$ cat config.mk
export PLATFORM = sky130hd
export DESIGN_NAME = match_peak_tracker_flat
export DESIGN_NICKNAME = d
export VERILOG_FILES = /design/src/rtl/match_peak_tracker_if.sv /design/src/rtl/match_peak_tracker.sv /design/src/flat_wrapper.sv
export SDC_FILE = /design/constraint.sdc
export NUM_CORES = 1
export LEC_CHECK = 0
export CORE_ASPECT_RATIO = 0.6
export CORE_MARGIN = 2
export CORE_UTILIZATION = 64
export DETAILED_ROUTE_END_ITERATION = 6
export PLACE_DENSITY = 0.83
export SLEW_MARGIN = 20
export SYNTH_ARGS = -nofsm -noshare
export SYNTH_HDL_FRONTEND = slang
export SYNTH_SLANG_ARGS = --single-unit
$ cat constraint.sdc
create_clock -name clk -period 10 [get_ports clk]
set_input_delay 1 -clock clk [delete_from_list [all_inputs] [get_ports clk]]
set_output_delay 1 -clock clk [all_outputs]
set_load 0.01 [all_outputs]
$ cat src/rtl/match_peak_tracker_if.sv
// Pixel/score stream and per-frame result bundle between the adder tree side
// and the peak tracker.
interface match_peak_tracker_if #(
    parameter int SCORE_WIDTH = 13,
    parameter int X_WIDTH     = 10,
    parameter int Y_WIDTH     = 9
);
    logic                   pix_valid;
    logic                   sof;
    logic [SCORE_WIDTH-1:0] score;
    logic [SCORE_WIDTH-1:0] thresh;
    logic                   busy;
    logic                   res_valid;
    logic                   res_found;
    logic [X_WIDTH-1:0]     res_x;
    logic [Y_WIDTH-1:0]     res_y;
    logic [SCORE_WIDTH-1:0] res_score;

    modport master (
        output pix_valid, sof, score, thresh,
        input  busy, res_valid, res_found, res_x, res_y, res_score
    );

    modport slave (
        input  pix_valid, sof, score, thresh,
        output busy, res_valid, res_found, res_x, res_y, res_score
    );
endinterface

$ cat src/rtl/match_peak_tracker.sv
// Re-aligns pixel coordinates to the delayed adder-tree score and reports the
// best full-window match position at or above threshold once per frame.
module match_peak_tracker #(
    parameter int TEMPL_SIZE   = 64,
    parameter int SCORE_WIDTH  = 13,
    parameter int TREE_LATENCY = 12,
    parameter int H_ACTIVE     = 640,
    parameter int V_ACTIVE     = 480,
    parameter int X_WIDTH      = 10,
    parameter int Y_WIDTH      = 9
) (
    input  logic                 clk,
    input  logic                 nrst,
    match_peak_tracker_if.slave  bus
);
    localparam logic [X_WIDTH-1:0] X_LAST = X_WIDTH'(H_ACTIVE - 1);
    localparam logic [Y_WIDTH-1:0] Y_LAST = Y_WIDTH'(V_ACTIVE - 1);
    localparam logic [X_WIDTH-1:0] X_MIN  = X_WIDTH'(TEMPL_SIZE - 1);
    localparam logic [Y_WIDTH-1:0] Y_MIN  = Y_WIDTH'(TEMPL_SIZE - 1);

    typedef enum logic [1:0] {IDLE, SCAN, REPORT} state_t;

    state_t state, state_nxt;

    logic                   in_frame, accept, pix_last;
    logic [X_WIDTH-1:0]     cnt_x, pix_x;
    logic [Y_WIDTH-1:0]     cnt_y, pix_y;

    logic [TREE_LATENCY-1:0] p_valid, p_sof, p_last;
    logic [X_WIDTH-1:0]      p_x   [TREE_LATENCY];
    logic [Y_WIDTH-1:0]      p_y   [TREE_LATENCY];
    logic [SCORE_WIDTH-1:0]  p_thr [TREE_LATENCY];

    logic                   d_valid, d_sof, d_last;
    logic [X_WIDTH-1:0]     d_x;
    logic [Y_WIDTH-1:0]     d_y;
    logic [SCORE_WIDTH-1:0] d_thr;

    logic                   found, found_nxt, base_found;
    logic [SCORE_WIDTH-1:0] best_score, score_nxt, base_score, thr_reg, thr_use;
    logic [X_WIDTH-1:0]     best_x, x_nxt, base_x;
    logic [Y_WIDTH-1:0]     best_y, y_nxt, base_y;
    logic                   start, process, clear, eligible, upd;

    logic                   res_found_q;
    logic [SCORE_WIDTH-1:0] res_score_q;
    logic [X_WIDTH-1:0]     res_x_q;
    logic [Y_WIDTH-1:0]     res_y_q;

    // Stray pixels outside a frame (no sof seen yet) are kept out of the counters and pipeline.
    always_comb begin
        accept   = bus.pix_valid & (bus.sof | in_frame);
        pix_x    = bus.sof ? '0 : cnt_x;
        pix_y    = bus.sof ? '0 : cnt_y;
        pix_last = (pix_x == X_LAST) && (pix_y == Y_LAST);
    end

    always_ff @(posedge clk or negedge nrst) begin
        if (!nrst) begin
            in_frame <= 1'b0;
            cnt_x    <= '0;
            cnt_y    <= '0;
        end else if (accept) begin
            in_frame <= !pix_last;
            if (pix_x == X_LAST) begin
                cnt_x <= '0;
                cnt_y <= (pix_y == Y_LAST) ? pix_y : pix_y + 1'b1;
            end else begin
                cnt_x <= pix_x + 1'b1;
                cnt_y <= pix_y;
            end
        end
    end

    // Threshold rides along with sof so it applies to exactly the frame it was sampled for.
    always_ff @(posedge clk or negedge nrst) begin
        if (!nrst) begin
            p_valid <= '0;
            p_sof   <= '0;
            p_last  <= '0;
            for (int i = 0; i < TREE_LATENCY; i++) begin
                p_x[i]   <= '0;
                p_y[i]   <= '0;
                p_thr[i] <= '0;
            end
        end else begin
            p_valid[0] <= accept;
            p_sof[0]   <= accept & bus.sof;
            p_last[0]  <= accept & pix_last;
            p_x[0]     <= pix_x;
            p_y[0]     <= pix_y;
            p_thr[0]   <= bus.thresh;
            for (int i = 1; i < TREE_LATENCY; i++) begin
                p_valid[i] <= p_valid[i-1];
                p_sof[i]   <= p_sof[i-1];
                p_last[i]  <= p_last[i-1];
                p_x[i]     <= p_x[i-1];
                p_y[i]     <= p_y[i-1];
                p_thr[i]   <= p_thr[i-1];
            end
        end
    end

    assign d_valid = p_valid[TREE_LATENCY-1];
    assign d_sof   = p_sof[TREE_LATENCY-1];
    assign d_last  = p_last[TREE_LATENCY-1];
    assign d_x     = p_x[TREE_LATENCY-1];
    assign d_y     = p_y[TREE_LATENCY-1];
    assign d_thr   = p_thr[TREE_LATENCY-1];

    // A delayed sof always (re)starts the frame from a clean best, whatever the state.
    always_comb begin
        state_nxt = state;
        start     = 1'b0;
        process   = 1'b0;
        case (state)
            IDLE: begin
                if (d_valid && d_sof) begin
                    start     = 1'b1;
                    process   = 1'b1;
                    state_nxt = d_last ? REPORT : SCAN;
                end
            end
            SCAN: begin
                if (d_valid) begin
                    process = 1'b1;
                    start   = d_sof;
                    if (d_last) state_nxt = REPORT;
                end
            end
            REPORT: begin
                state_nxt = IDLE;
                if (d_valid && d_sof) begin
                    start     = 1'b1;
                    process   = 1'b1;
                    state_nxt = d_last ? REPORT : SCAN;
                end
            end
            default: state_nxt = IDLE;
        endcase

        clear      = start | (state == REPORT);
        thr_use    = start ? d_thr : thr_reg;
        base_found = clear ? 1'b0 : found;
        base_score = clear ? '0 : best_score;
        base_x     = clear ? '0 : best_x;
        base_y     = clear ? '0 : best_y;

        eligible = (d_x >= X_MIN) && (d_y >= Y_MIN);
        upd      = process && eligible && (bus.score >= thr_use) &&
                   (!base_found || (bus.score > base_score));

        found_nxt = upd | base_found;
        score_nxt = upd ? bus.score : base_score;
        x_nxt     = upd ? d_x - X_MIN : base_x;
        y_nxt     = upd ? d_y - Y_MIN : base_y;
    end

    always_ff @(posedge clk or negedge nrst) begin
        if (!nrst) begin
            state       <= IDLE;
            found       <= 1'b0;
            best_score  <= '0;
            best_x      <= '0;
            best_y      <= '0;
            thr_reg     <= '0;
            res_found_q <= 1'b0;
            res_score_q <= '0;
            res_x_q     <= '0;
            res_y_q     <= '0;
        end else begin
            state      <= state_nxt;
            found      <= found_nxt;
            best_score <= score_nxt;
            best_x     <= x_nxt;
            best_y     <= y_nxt;
            if (start) thr_reg <= d_thr;
            if (state_nxt == REPORT) begin
                res_found_q <= found_nxt;
                res_score_q <= score_nxt;
                res_x_q     <= x_nxt;
                res_y_q     <= y_nxt;
            end
        end
    end

    assign bus.busy      = (state == SCAN);
    assign bus.res_valid = (state == REPORT);
    assign bus.res_found = res_found_q;
    assign bus.res_score = res_score_q;
    assign bus.res_x     = res_x_q;
    assign bus.res_y     = res_y_q;
endmodule

$ cat src/flat_wrapper.sv
// flat-port wrapper written by rule: the top's interface ports become plain ports
module match_peak_tracker_flat 
#(
    parameter int TEMPL_SIZE   = 64,
    parameter int SCORE_WIDTH  = 13,
    parameter int TREE_LATENCY = 12,
    parameter int H_ACTIVE     = 640,
    parameter int V_ACTIVE     = 480,
    parameter int X_WIDTH      = 10,
    parameter int Y_WIDTH      = 9
)
  (clk, nrst, bus_pix_valid, bus_sof, bus_score, bus_thresh, bus_busy, bus_res_valid, bus_res_found, bus_res_x, bus_res_y, bus_res_score);
  match_peak_tracker_if #(.SCORE_WIDTH(SCORE_WIDTH), .X_WIDTH(X_WIDTH), .Y_WIDTH(Y_WIDTH)) bus_i ();
  input  logic clk;
  input  logic nrst;
  input wire logic [$bits(bus_i.pix_valid)-1:0] bus_pix_valid;
  input wire logic [$bits(bus_i.sof)-1:0] bus_sof;
  input wire logic [$bits(bus_i.score)-1:0] bus_score;
  input wire logic [$bits(bus_i.thresh)-1:0] bus_thresh;
  output wire logic [$bits(bus_i.busy)-1:0] bus_busy;
  output wire logic [$bits(bus_i.res_valid)-1:0] bus_res_valid;
  output wire logic [$bits(bus_i.res_found)-1:0] bus_res_found;
  output wire logic [$bits(bus_i.res_x)-1:0] bus_res_x;
  output wire logic [$bits(bus_i.res_y)-1:0] bus_res_y;
  output wire logic [$bits(bus_i.res_score)-1:0] bus_res_score;
  assign bus_i.pix_valid = bus_pix_valid;
  assign bus_i.sof = bus_sof;
  assign bus_i.score = bus_score;
  assign bus_i.thresh = bus_thresh;
  assign bus_busy = bus_i.busy;
  assign bus_res_valid = bus_i.res_valid;
  assign bus_res_found = bus_i.res_found;
  assign bus_res_x = bus_i.res_x;
  assign bus_res_y = bus_i.res_y;
  assign bus_res_score = bus_i.res_score;
  match_peak_tracker #(.TEMPL_SIZE(TEMPL_SIZE), .SCORE_WIDTH(SCORE_WIDTH), .TREE_LATENCY(TREE_LATENCY), .H_ACTIVE(H_ACTIVE), .V_ACTIVE(V_ACTIVE), .X_WIDTH(X_WIDTH), .Y_WIDTH(Y_WIDTH)) u_core (.clk(clk), .nrst(nrst), .bus(bus_i));
endmodule
==> results.sh <==
export IMPL_netlist_instances=993
export IMPL_dr_total_vias=8707
export IMPL_switching_share=0.225
export IMPL_reg2reg_from="u_core.state[0]"
export IMPL_drtAntennaViolNets=0
export IMPL_grt_usage=0.270
export IMPL_r2r_cells=13
export IMPL_cts_repair_resized=0
export IMPL_p_leak_nw=9.10
export IMPL_syn_mean_instance_area_um2=16.4
export IMPL_post_cts_buffers=0
export IMPL_grt_max_degree=168
export IMPL_period_minus_slack_ps=4480
export IMPL_finalHoldViolCount=0
export IMPL_synth_nets=1053
export IMPL_grt_antenna_before_repair=2
export IMPL_grt_overflow=0
export IMPL_setup_viol=0
export IMPL_crit_path_end_kind="register"
export IMPL_clk_pin_slew_ps=80
export IMPL_die_w_um=210
export IMPL_reg2reg_slack_ps=5520
export IMPL_synth_top_area_cell="dfrtp_1"
export IMPL_seq_area_mm2=0.0130
export IMPL_worstHoldStart="u_core.p_x[32]"
export IMPL_cts_buffers=42
export IMPL_critPathRequiredTime_ps=10460
export IMPL_num_nets_final=1134
export IMPL_hold_class="register to register"
export IMPL_finalPower_mw=4.17
export IMPL_worst_slack_ps=5520
export IMPL_vdd_ir_drop_worst_uv=176
export IMPL_reg_top3="u_core.p_thr: 143 flops, u_core.p_x: 110 flops, u_core.p_y: 99 flops"
export IMPL_synth_area_leaders="dfrtp_1 (80%), ha_1 (2.3%), mux2i_1 (1.5%)"
export IMPL_post_place_ws_ps=5580
export IMPL_drive_above_1_share=0.0888
export IMPL_port_buffers=64
export IMPL_rsz0062_at_grt="false"
export IMPL_synth_edf_count=0
export IMPL_maxSlewHeadroom=0.275
export IMPL_powerDensity_mw_per_mm2=222
export IMPL_final_common_cell="dfrtp_1"
export IMPL_htree_levels=2
export IMPL_fp_dieH_um=128
export IMPL_largest_reg_flops=143
export IMPL_worst_pin_slew_ps=1090
export IMPL_switchingPower_mw=0.940
export IMPL_drt_wirelength_per_cell_um=23.6
export IMPL_dieArea_mm2=0.0268
export IMPL_synthDominantCellAreaShare=0.800
export IMPL_clock_latency_ps=570
export IMPL_detailed_place_hpwl_um=17100
export IMPL_drv_cap=0
export IMPL_crit_start="u_core.state[0]"
export IMPL_synth_main_ff_cell="dfrtp_1"
export IMPL_combPwrFrac=0.044
export IMPL_fin_skew_ps=35.4
export IMPL_core_area_mm2=0.0252
export IMPL_synth_cell_types=55
export IMPL_gp_congestion=0.860
export IMPL_synth_seq_area_share=0.800
export IMPL_setup_tns_final_ps=0
export IMPL_use_met2=0.419
export IMPL_cts_sinks=521
export IMPL_critPathLaunchType="register"
export IMPL_synth_seq_cells=521
export IMPL_final_cell_mix="dfrtp_1 (521), clkdlybuf4s50_1 (63), nand2_1 (60)"
export IMPL_worstPathArrival_ps=4940
export IMPL_finalCoreUtilization=0.745
export IMPL_layout_worst_path_cycle_share=0.448
export IMPL_cts_tree="yes"
export IMPL_dr_first_iter_drc_count=1227
export IMPL_p_int_mw=3.23
export IMPL_num_io_pins=65
export IMPL_path_class="register to register"
export IMPL_p_seq_frac=0.528
export IMPL_start_util=0.647
export IMPL_clkPwrFrac=0.428
export IMPL_cts_path_max_buffers=3
export IMPL_met3_usage=0.0597
export IMPL_drt_total_wl_um=33800
export IMPL_nFillCells=1291
export IMPL_area_growth_pct=15.1
export IMPL_synth_yosys_warnings=0
export IMPL_whs_ps=337
export IMPL_antenna_cells=0
export IMPL_syn_cell_area_mm2=0.0163
export IMPL_max_clock_freq_mhz=223
export IMPL_rows=45
export IMPL_grt_busiest_layer="met2"
export IMPL_root_buffer="clkbuf_16"
export IMPL_multi_input_area_mm2=0.00297
export IMPL_hold_buffers=0
export IMPL_slew_viol_final=0
export IMPL_holdPathStages=0
export IMPL_dr_pass1_iters=5
export IMPL_grt_pass1_wl_um=54500
export IMPL_drc_errors=0
export IMPL_regMostFlops="u_core.p_thr"
export IMPL_grt_pass1_vias=9239
export IMPL_vias_per_cell=6.08
export IMPL_outcome="finished clean"
export IMPL_cp_max_fo=32
export IMPL_ys_async_sr_fraction=1.00
export IMPL_grtUsageMet1=0.394
-- area by class of cell --
class	count	area share
clock inverters	20	0.0158
flip-flops and latches	521	0.695
multi-input cells	412	0.158
clock buffers	54	0.0638
repair buffers	77	0.0409
inverters	20	0.00400
well taps	329	0.0220
-- stage by stage --
| step | instances | area (um^2) |
|---|---|---|
| 3_5_place_dp | 1358 | 17200 |
| 5_1_grt | 1433 | 18800 |
| 3_3_place_gp | 1358 | 17200 |
| 6_report | 1433 | 18800 |
| 2_1_floorplan | 993 | 16300 |
| 4_1_cts | 1432 | 18700 |
-- critical path: stages, from the launching register on --
cell      delay [ps]
dfrtp_1          440
nand2b_1         180
inv_1            100
nor2_2           140
buf_4            370
nand2_1          160
ha_1             380
and3_1           220
o21ai_0          100
a31o_1           240
and3_1           540
nor3_4           830
buf_4            380
mux2i_1          270
-- synthesized netlist by cell type (all sizes together) (18+ instances only) --
cell	instances
o41ai	18
inv	19
a31oi	29
nor2b	21
o21ai	20
ha	30
clkbuf	27
mux2i	25
o22a	26
dfrtp	521
nand2	61
a21oi	19
-- cell families (layout without fill, tap and decap cells) --
kind of cell | after synthesis | count (layout) | synth area share
muxes | 29 | 29 | 0.0181
AOI/OAI and AO/OA | 167 | 167 | 0.0780
and+or+nand+nor | 163 | 163 | 0.0505
DFF | 521 | 521 | 0.800
xor gates and xnor gates | 23 | 23 | 0.0124
adders and majority gates | 30 | 30 | 0.0230
buffers and inverters | 60 | 171 | 0.0178
-- routing by layer --
| metal | routed length, um | part of all wire |
|---|---|---|
| met1 | 14200 | 0.42 |
| met2 | 16000 | 0.47 |
| met3 | 2670 | 0.079 |
| met4 | 958 | 0.028 |
| met5 | 11 | 0.00033 |
-- final timing paths --
check                                       endpoint
worst max-delay path                u_core.best_x[6]
worst min-delay path                  u_core.p_x[22]
worst max register to register      u_core.best_x[6]
worst min register to register        u_core.p_x[22]
max in group asynchronous             u_core.p_y[65]
min in group asynchronous       u_core.best_score[8]
-- power groups by stage --
stage               Sequential [mW]  Clock [mW]  Combinational [mW]
CTS                            2.20        1.82               0.179
finish                         2.20        1.78               0.184
detailed placement             2.23           0               0.168
global placement               2.23           0               0.162
floorplan                      2.22           0              0.0823
global route                   2.20        1.91               0.203
No activity file was read; power rests on OpenSTA's default activity.
